### config.mk
export PLATFORM = sky130hd
export DESIGN_NAME = bp_fe_instr_realigner
export DESIGN_NICKNAME = d
export VERILOG_FILES = /design/src/rtl/bp_fe_instr_realigner.sv
export SDC_FILE = /design/constraint.sdc
export NUM_CORES = 1
export LEC_CHECK = 0
export ABC_AREA = 1
export BUFFER_PORTS_ARGS = -buffer_cell sky130_fd_sc_hd__buf_2
export CAP_MARGIN = 10
export CORE_MARGIN = 2
export CORE_UTILIZATION = 58
export DETAILED_ROUTE_END_ITERATION = 7
export PLACE_DENSITY = 0.84
export RECOVER_POWER = 50
export SLEW_MARGIN = 20
export SYNTH_ARGS = -nofsm -noshare
export SYNTH_HDL_FRONTEND = slang
export SYNTH_SLANG_ARGS = --single-unit
### constraint.sdc
create_clock -name clk_i -period 11.3 [get_ports clk_i]
set_clock_uncertainty 0.2 [all_clocks]
set_input_delay 2.26 -clock clk_i [delete_from_list [all_inputs] [get_ports clk_i]]
set_output_delay 2.26 -clock clk_i [all_outputs]
set_load 0.1 [all_outputs]
### src/rtl/bp_fe_instr_realigner.sv
// bp_fe_instr_realigner: splits 2-parcel fetch packets into whole RV64GC instructions.
//   clk_i, reset_i (async, active-high)    clock and reset
//   redirect_i                             drop the residual parcel and the output register
//   fetch_v_i / fetch_ready_and_o          fetch packet handshake
//   fetch_pc_i, fetch_data_i               packet PC (bit1 = start at upper parcel) and parcels
//   instr_v_o / instr_ready_and_i          registered instruction handshake
//   instr_o, instr_pc_o, instr_compressed_o  instruction, its PC, 16-bit flag
module bp_fe_instr_realigner #(
   parameter int vaddr_width_p  = 39,
   parameter int instr_width_p  = 32,
   parameter int parcel_width_p = 16
) (
   input  logic                     clk_i,
   input  logic                     reset_i,
   input  logic                     redirect_i,
   input  logic                     fetch_v_i,
   output logic                     fetch_ready_and_o,
   input  logic [vaddr_width_p-1:0] fetch_pc_i,
   input  logic [instr_width_p-1:0] fetch_data_i,
   output logic                     instr_v_o,
   input  logic                     instr_ready_and_i,
   output logic [instr_width_p-1:0] instr_o,
   output logic [vaddr_width_p-1:0] instr_pc_o,
   output logic                     instr_compressed_o
);
   localparam int pw = parcel_width_p;
   localparam logic [instr_width_p-pw-1:0] zext = '0;
   logic                     r_v, r_v_n;
   logic [pw-1:0]            r_parcel, r_parcel_n;
   logic [vaddr_width_p-1:0] r_pc, r_pc_n;
   logic                     v_n, c_n;
   logic [instr_width_p-1:0] i_n;
   logic [vaddr_width_p-1:0] pc_n;
   logic [pw-1:0]            p0, p1;
   logic [vaddr_width_p-1:0] pc_base;
   logic                     adv, acc, r_c, p0_c, p1_c;
   assign p0      = fetch_data_i[pw-1:0];
   assign p1      = fetch_data_i[2*pw-1:pw];
   assign pc_base = {fetch_pc_i[vaddr_width_p-1:2], 2'b00};
   assign r_c     = r_parcel[1:0] != 2'b11;
   assign p0_c    = p0[1:0] != 2'b11;
   assign p1_c    = p1[1:0] != 2'b11;
   assign adv     = !instr_v_o | instr_ready_and_i;
   // A compressed residual is emitted on its own, so no packet can be taken that cycle
   assign fetch_ready_and_o = adv & !redirect_i & !(r_v & r_c);
   assign acc = fetch_v_i & fetch_ready_and_o;
   always_comb begin
      r_v_n      = r_v;
      r_parcel_n = r_parcel;
      r_pc_n     = r_pc;
      v_n        = 1'b0;
      i_n        = instr_o;
      pc_n       = instr_pc_o;
      c_n        = instr_compressed_o;
      if (r_v && r_c) begin
         v_n   = 1'b1;
         i_n   = {zext, r_parcel};
         pc_n  = r_pc;
         c_n   = 1'b1;
         r_v_n = 1'b0;
      end else if (r_v && acc) begin
         // Residual is the low half of a straddling instruction; p1 becomes the new residual
         v_n        = 1'b1;
         i_n        = {p0, r_parcel};
         pc_n       = r_pc;
         c_n        = 1'b0;
         r_parcel_n = p1;
         r_pc_n     = pc_base + vaddr_width_p'(2);
      end else if (!r_v && acc && !fetch_pc_i[1]) begin
         v_n  = 1'b1;
         pc_n = fetch_pc_i;
         c_n  = p0_c;
         i_n  = p0_c ? {zext, p0} : fetch_data_i;
         if (p0_c) begin
            r_v_n      = 1'b1;
            r_parcel_n = p1;
            r_pc_n     = fetch_pc_i + vaddr_width_p'(2);
         end
      end else if (!r_v && acc) begin
         v_n  = p1_c;
         i_n  = {zext, p1};
         pc_n = fetch_pc_i;
         c_n  = 1'b1;
         if (!p1_c) begin
            r_v_n      = 1'b1;
            r_parcel_n = p1;
            r_pc_n     = fetch_pc_i;
         end
      end
   end
   always_ff @(posedge clk_i or posedge reset_i) begin
      if (reset_i) begin
         r_v                <= 1'b0;
         r_parcel           <= '0;
         r_pc               <= '0;
         instr_v_o          <= 1'b0;
         instr_o            <= '0;
         instr_pc_o         <= '0;
         instr_compressed_o <= 1'b0;
      end else if (redirect_i) begin
         r_v       <= 1'b0;
         instr_v_o <= 1'b0;
      end else if (adv) begin
         r_v                <= r_v_n;
         r_parcel           <= r_parcel_n;
         r_pc               <= r_pc_n;
         instr_v_o          <= v_n;
         instr_o            <= i_n;
         instr_pc_o         <= pc_n;
         instr_compressed_o <= c_n;
      end
   end
endmodule

==> flow_summary.json, run 1 <==
{
  "status": "finished with violations",
  "violations": "max-capacitance violations, max-slew violations",
  "crit_required_ps": 10730,
  "cellLeakagePower_nw": 3.79,
  "arrival_ps": 6730,
  "cts_setup_buffers": 0,
  "relSlewSlack_pct": -186,
  "die_area_sq_um": 11600,
  "track_usage_pct": 30.0,
  "power_density_nw_per_um2": 248,
  "syn-cell-area_sq_um": 6240,
  "place.gp.congestion": 0.894,
  "syn_inst": 772,
  "fp.dieW_microns": 108,
  "insertion_delay_ps": 520,
  "worstPathMaxFanout": 81,
  "antenna_cells": 0,
  "synth_area_per_cell_sq_um": 8.08,
  "route.detailed.drc": 0,
  "final_cell_mix": "nand2_1, dfrtp_1, buf_2",
  "fin_hold_ws_ps": 257,
  "nNetsFinal": 977,
  "dpl.hpwl_microns": 10400,
  "start_util_pct": 60.2,
  "cts-root-buf": "clkbuf_8",
  "core_area_sq_um": 10400,
  "min_path_type": "flop to flop",
  "synth-seq-cells": 129,
  "period_minus_slack_ps": 7300,
  "grt_pass1_wl_microns": 27400,
  "drive_gt1_share_pct": 17.7,
  "io_buffers": 149,
  "first_global_vias": 5860,
  "wl_per_cell_microns": 16.2,
  "totalWireLength_microns": 17000,
  "finalHoldViolations": 0,
  "final_common_cell": "nand2_1",
  "tightest_slew_ps": 4290,
  "dpl_cell_area_sq_um": 6990,
  "grt-ovfl-total": 0,
  "worstSetupStartpointType": "input port",
  "final_area_sq_um": 7580,
  "ys_types": 36,
  "fillers": 787,
  "dr.first_iter.drc_count": 429,
  "fmax_mhz": 137,
  "place_worst_setup_slack_ps": 5540,
  "drv_slew": 155,
  "die_h_microns": 108,
  "h-tree-depth": 4,
  "areaGrowthSynthToFinish_pct": 21.4,
  "rows": 37,
  "dr.pass1.iters": 5,
  "io_pins": 150,
  "cts_buffers": 17,
  "cap_violations": 3,
  "crit_path_end_kind": "async pin",
  "cts_resized": 0,
  "ys_seq_area_share_pct": 51.7,
  "ir_drop_v": 0.000136,
  "yosys_warnings": 0,
  "layout_setup_ws_ps": 4000,
  "antenna_found_initial": 0,
  "clkTransAtPathRegs_ps": 60,
  "rsz0062_at_grt": "no",
  "fin_util_pct": 73.1,
  "tritoncts": "yes",
  "fin_setup_tns_ps": 0,
  "ctsHoldBuffers": 0,
  "period_share_pct": 64.6,
  "drt-vias-per-instance": 5.75,
  "finalSetupViolations": 0,
  "grt_max_degree": 82,
  "clock-sinks": 129,
  "cts_buffer_depth": 2,
  "vias": 6028,
  "drtAntennaViolNets": 0,
  "worstSetupPathType": "input port to async pin",
  "syn_nets": 849
}
worst max-delay path, cell delays in order:
cell	delay, ps
buf_2	100
clkinvlp_2	1190
clkbuf_1	3080
routing by layer:
layer	up-vias	GRT usage, %	wire (microns)	share of wire [%]
li1	2788	-	-	-
met1	2894	40.3	7000	41
met2	316	47.6	8210	48
met3	30	6.66	1420	8.4
met4	0	11.8	358	2.1
met5	-	0	0	0
synth_stat cells:
library cell | number | area (sq um)
clkbuf_1 | 19 | 71.3
nand2_4 | 2 | 22.5
nand2_2 | 1 | 6.26
xor2_1 | 7 | 61.3
inv_2 | 6 | 22.5
a21oi_1 | 33 | 165
a41oi_1 | 1 | 8.76
nor3_1 | 5 | 25.0
nand4_1 | 5 | 31.3
o21bai_1 | 2 | 15.0
a31o_1 | 1 | 8.76
dfrtp_1 | 129 | 3230
o21ai_1 | 38 | 190
nand4_4 | 1 | 21.3
or2_1 | 1 | 6.26
a22oi_1 | 16 | 120
a31oi_1 | 2 | 12.5
a21oi_2 | 1 | 8.76
nor2_1 | 80 | 300
nand2_1 | 240 | 901
xnor2_1 | 3 | 26.3
nand3_4 | 1 | 17.5
buf_6 | 2 | 22.5
buf_1 | 4 | 15.0
buf_2 | 17 | 85.1
nor2_2 | 1 | 6.26
nand3b_1 | 2 | 15.0
o31ai_1 | 14 | 105
inv_1 | 39 | 146
o21ai_0 | 57 | 285
nand4_2 | 1 | 12.5
o211ai_1 | 15 | 113
nand3_1 | 20 | 100
nor2_4 | 4 | 45.0
ha_1 | 1 | 12.5
clkbuf_2 | 1 | 5.00
state kept, by name, indices dropped and copies added (netlist names):
register	count
r_parcel	16
instr_v_o	1
instr_pc_o	39
instr_compressed_o	1
r_v	1
r_pc	39
instr_o	32
cells by family after synthesis:
| group | synth area share [%] |
|---|---|
| AO/OA/AOI/OAI | 16.5 |
| buffers and inverters | 5.90 |
| AND/OR/NAND/NOR | 24.2 |
| adder cells (fa/ha/maj) | 0.201 |
| flip-flops | 51.7 |
| XOR/XNOR | 1.40 |
power by group:
part,switching (mW),internal [mW]
Clock,0.191,0.370
Sequential,0.0615,0.569
Combinational,0.580,0.109
final timing paths:
kind	start	to	slack, ps	cells after the start
min in group asynchronous	reset_i	instr_pc_o[38]	2080	2
max in group clk_i	instr_ready_and_i	fetch_ready_and_o	5540	6
setup / recovery	reset_i	r_parcel[3]	4000	3
setup reg to reg	instr_v_o	instr_o[1]	7430	7
hold / removal	r_pc[1]	r_pc[1]	260	1
hold reg to reg	r_pc[1]	r_pc[1]	260	1
layout make-up:
| class | count | area (sq um) | area share [%] |
|---|---|---|---|
| clock buffers | 27 | 512 | 6.75 |
| repair buffers | 152 | 741 | 9.78 |
| clock inverters | 4 | 95.1 | 1.26 |
| inverters | 45 | 174 | 2.30 |
| well taps | 136 | 170 | 2.25 |
| flip-flops and latches | 129 | 3230 | 42.6 |
| multi-input cells | 555 | 2660 | 35.1 |
stage by stage:
| stage | instances | power, mW |
|---|---|---|
| finish | 1048 | 1.88 |
| global route | 1048 | 1.95 |
| CTS | 1047 | 1.89 |
| detailed placement | 1016 | 1.32 |
| global placement | 1016 | 1.31 |
| floorplan | 772 | 1.19 |
Note: power is estimated with default switching activity, not from simulation.
==> run 2, diff against run 1 <==
- CORE_UTILIZATION: 58 -> 54
- PLACE_DENSITY: 0.84 -> 0.79
- clock period: 11.3 -> 6.75 ns (I/O delays scaled with it)
==> flow_summary.json, run 2 (synthesis results as in run 1) <==
{
  "drv_slew": 155,
  "ctsHoldBuffers": 0,
  "max_stage_delay_ps": 1330,
  "vias": 5831,
  "power_density_nw_per_um2": 420,
  "dpl.cell_count": 1025,
  "rsz0062_at_grt": "no",
  "finalNonFillerCells": 1057,
  "power_frac_comb_pct": 35.9,
  "r2r_cells": 7,
  "switching_share_pct": 44.9,
  "worstSetupStartpointType": "input port",
  "crit_path_end_kind": "flop",
  "dpl_cell_area_sq_um": 7030,
  "first_global_vias": 5597,
  "p_clk_share_pct": 30.8,
  "cp_slowest_cell": "nor2_1",
  "final_cell_mix": "nand2_1, dfrtp_1, nor2_1",
  "route.detailed.drc": 0,
  "drive_gt1_share_pct": 13.9,
  "place.gp.congestion": 0.817,
  "cts_setup_buffers": 0,
  "power_frac_seq_pct": 33.3,
  "dr.first_iter.drc_count": 500,
  "areaGrowthSynthToFinish_pct": 21.1,
  "period_minus_slack_ps": 4490,
  "tightest_slew_ps": 2360,
  "finalHoldViolations": 0,
  "hold_path_depth": 1,
  "final_area_sq_um": 7550,
  "cts-root-buf": "clkbuf_16",
  "reg2reg_to": "instr_o[15]",
  "finalSetupViolations": 0,
  "fillers": 990,
  "core_area_sq_um": 11400,
  "r2r_slack_ps": 2880,
  "io_pins": 150,
  "clkTransAtPathRegs_ps": 60,
  "cts_buffers": 17,
  "cellLeakagePower_nw": 3.67,
  "cts_resized": 0,
  "tritoncts": "yes",
  "min_to": "r_pc[1]",
  "critical-path-top-delay-family": "simple AND/OR/NAND/NOR gates",
  "min_from": "r_pc[1]",
  "path_cells": "buf_2 > inv_1 > a21oi_2 > nand3_4 > nor2_1 > inv_1 > nand2_4 > a21oi_1 > a21oi_1",
  "reg2reg_from": "instr_v_o",
  "fin_setup_tns_ps": 0,
  "grt_pass1_wl_microns": 27200,
  "dr.pass1.iters": 5,
  "drt-vias-per-instance": 5.52,
  "path_buf_inv": 3,
  "startpoint": "instr_ready_and_i",
  "crit_required_ps": 6890,
  "clock-sinks": 129,
  "ir_drop_v": 0.000235,
  "final_common_cell": "nand2_1",
  "track_usage_pct": 27.2,
  "antenna_cells": 0,
  "fin_hold_ws_ps": 263,
  "arrival_ps": 4630,
  "totalWireLength_microns": 16700,
  "period_share_pct": 66.6,
  "insertion_delay_ps": 420,
  "violations": "max-capacitance violations, max-slew violations",
  "dpl.hpwl_microns": 10400,
  "antenna_found_initial": 0,
  "status": "finished with violations",
  "worstSetupPathType": "input port to flop",
  "drtAntennaViolNets": 0,
  "cts_buffer_depth": 2,
  "intPower_mw": 1.75,
  "worstPathMaxFanout": 55,
  "relSlewSlack_pct": -58.5,
  "start_util_pct": 54.9,
  "min_path_type": "flop to flop",
  "wl_per_cell_microns": 15.8,
  "finalPower_mw": 3.17,
  "h-tree-depth": 4,
  "grt-ovfl-total": 0,
  "die_h_microns": 111,
  "grt_max_degree": 78,
  "rows": 39,
  "reg_top3": "instr_pc_o (39), r_pc (39), instr_o (32)",
  "cap_violations": 3,
  "nNetsFinal": 978,
  "fmax_mhz": 223,
  "die_area_sq_um": 12400,
  "p_switching_mw": 1.43,
  "fp.dieW_microns": 111,
  "io_buffers": 149
}
run 2: power by group through the flow:
stage | Combinational (mW) | Sequential (mW) | Clock (mW)
after floorplan | 0.275 | 1.72 | 0
after global placement | 1.14 | 1.06 | 0
after detailed placement | 1.16 | 1.06 | 0
after CTS | 1.17 | 1.05 | 0.981
after global routing | 1.20 | 1.08 | 1.02
final | 1.14 | 1.06 | 0.979
run 2: worst max-delay path by stage:
stage	endpoint	cells after the start	slack, ps
after global routing	instr_pc_o[7]	3	1680
after floorplan	instr_compressed_o	1	1760
after CTS	r_parcel[1]	9	2790
final	instr_o[15]	9	2260
after global placement	r_parcel[5]	9	2500
after detailed placement	r_parcel[1]	9	2370
run 2: layout make-up:
class / count / area (sq um) / share of cell area, %
clock inverters: 13 / 186 / 2.47
repair buffers: 153 / 702 / 9.29
multi-input cells: 555 / 2650 / 35.0
well taps: 143 / 179 / 2.37
flip-flops and latches: 129 / 3230 / 42.7
inverters: 45 / 171 / 2.27
clock buffers: 19 / 443 / 5.86
run 2: per-stage QoR:
stage,utilization (%),worst slack [ps]
after global routing,66.4,1680
after CTS,67.4,2790
after detailed placement,61.9,2370
after floorplan,-,1760
final,66.4,2260
after global placement,61.6,2500
run 2: metal layers:
| metal | up-vias | global-route usage (%) | share of wire (%) |
|---|---|---|---|
| met4 | 0 | 9.38 | 1.7 |
| met2 | 216 | 42.6 | 47 |
| met5 | - | 0 | 0 |
| met3 | 26 | 6.10 | 5.9 |
| li1 | 2798 | - | - |
| met1 | 2791 | 37.8 | 45 |
==> run 3, diff against run 2 <==
- CORE_UTILIZATION: 54 -> 49
- PLACE_DENSITY: 0.79 -> 0.76
- clock period: 6.75 -> 4.13 ns (I/O delays scaled with it)
==> flow_summary.json, run 3 (synthesis results as in run 1) <==
{
  "nNetsFinal": 983,
  "ctsHoldBuffers": 0,
  "drtAntennaViolNets": 0,
  "finalPower_mw": 5.12,
  "critical-path-top-delay-family": "simple AND/OR/NAND/NOR gates",
  "grt-ovfl-total": 0,
  "rsz0062_at_grt": "no",
  "fin_util_pct": 61.1,
  "fin_hold_ws_ps": 265,
  "cts-root-buf": "clkbuf_16",
  "cts_setup_buffers": 0,
  "arrival_ps": 3330,
  "drt-vias-per-instance": 5.32,
  "max_stage_delay_ps": 730,
  "finalSetupViolations": 0,
  "final_cell_mix": "nand2_1, dfrtp_1, buf_2",
  "relSlewSlack_pct": 21.6,
  "fin_setup_tns_ps": 0,
  "min_to": "r_pc[34]",
  "final_common_cell": "nand2_1",
  "crit_path_end_kind": "flop",
  "areaGrowthSynthToFinish_pct": 22.6,
  "totalWireLength_microns": 16900,
  "start_util_pct": 49.8,
  "io_buffers": 149,
  "antenna_found_initial": 0,
  "ir_drop_v": 0.000403,
  "antenna_cells": 0,
  "worstSetupPathType": "input port to flop",
  "io_pins": 150,
  "cap_violations": 0,
  "cts_buffer_depth": 2,
  "wl_per_cell_microns": 15.5,
  "finalHoldViolations": 0,
  "die_area_sq_um": 13700,
  "h-tree-depth": 4,
  "status": "completed",
  "core_area_sq_um": 12500,
  "hold_path_depth": 2,
  "rows": 41,
  "first_global_vias": 5400,
  "tritoncts": "yes",
  "cp_num_cells": 10,
  "vias": 5802,
  "drv_slew": 0,
  "min_from": "r_pc[34]",
  "path_cells": "buf_2 > inv_1 > a21oi_1 > nand3_4 > a31o_1 > nor2_4 > inv_2 > buf_12 > nand2_1 > o21ai_0",
  "cp_slowest_cell": "nor2_4",
  "reg2reg_from": "instr_v_o",
  "fp.dieW_microns": 117,
  "drive_gt1_share_pct": 18.9,
  "cts_resized": 0,
  "tightest_slew_ps": 1180,
  "fmax_mhz": 309,
  "cts_buffers": 17,
  "reg_top3": "instr_pc_o (39), r_pc (39), instr_o (32)",
  "clkTransAtPathRegs_ps": 50,
  "die_h_microns": 117,
  "place.gp.congestion": 0.905,
  "dr.pass1.iters": 5,
  "power_density_nw_per_um2": 670,
  "track_usage_pct": 25.4,
  "r2r_cells": 8,
  "grt_pass1_wl_microns": 26600,
  "fillers": 1141,
  "route.detailed.drc": 0,
  "worstPathMaxFanout": 41,
  "clock-sinks": 129,
  "worstSetupStartpointType": "input port",
  "r2r_slack_ps": 1000,
  "grt_max_degree": 130,
  "cellLeakagePower_nw": 3.82,
  "reg2reg_to": "r_parcel[6]",
  "period_share_pct": 78.3,
  "path_buf_inv": 4,
  "dr.first_iter.drc_count": 661,
  "insertion_delay_ps": 420,
  "period_minus_slack_ps": 3230,
  "dpl.hpwl_microns": 10900,
  "min_path_type": "flop to flop",
  "crit_required_ps": 4230
}
## run 3: cell count changes in the layout (fill, tap and decap cells not counted), moves of 2 or more
cell | before | now
buf_12 | 0 | 2
buf_2 | 76 | 119
buf_4 | 2 | 7
clkbuf_1 | 74 | 33
clkinv_2 | 3 | 5
clkinv_4 | 3 | 0
inv_2 | 3 | 5
## run 3: worst register-to-register path, stage by stage, from the launching register on
cell     delay [ps]
dfrtp_1         380
a21oi_1         360
nand3_4         160
a31o_1          240
nor2_4          730
inv_2           440
buf_12          310
nand2_1         100
o21ai_0          70
## run 3: worst max-delay path by stage
| stage | to | from | slack [ps] |
|---|---|---|---|
| 4_1_cts | r_pc[21] | instr_ready_and_i | 1010 |
| 2_1_floorplan | r_pc[37] | instr_v_o | 1350 |
| 3_5_place_dp | r_parcel[6] | instr_ready_and_i | 600 |
| 5_1_grt | r_pc[29] | instr_ready_and_i | 640 |
| 6_report | r_parcel[6] | instr_ready_and_i | 900 |
| 3_3_place_gp | r_parcel[6] | instr_ready_and_i | 630 |
## run 3: report_power, final
group          switching, mW  total, mW  internal (mW)
clock network          0.552       1.51          0.958
registers              0.165       1.72           1.56
logic                   1.58       1.89          0.305
## run 3: layout make-up
type / count / area, sq um / area share, %
tap: 172 / 215 / 2.81
timing repair buffer: 158 / 801 / 10.5
clock inverter: 11 / 138 / 1.80
sequential: 129 / 3230 / 42.2
multi-input combinational: 555 / 2640 / 34.6
clock buffer: 21 / 450 / 5.89
inverter: 45 / 170 / 2.23
## run 3: metrics by stage
step,cell area (sq um),worst slack (ps),instances
after floorplan,6240,1350,772
after global placement,7110,626,1059
after detailed placement,7110,599,1059
after CTS,7700,1010,1091
after global routing,7650,638,1091
final,7650,896,1091
## run 3: layer usage
metal | vias to the layer above | part of all wire [%] | GRT usage [%]
met2 | 192 | 47 | 38.7
met5 | - | 0 | 0
li1 | 2807 | - | -
met4 | 0 | 2.1 | 8.94
met3 | 32 | 5.7 | 6.08
met1 | 2771 | 46 | 35.9
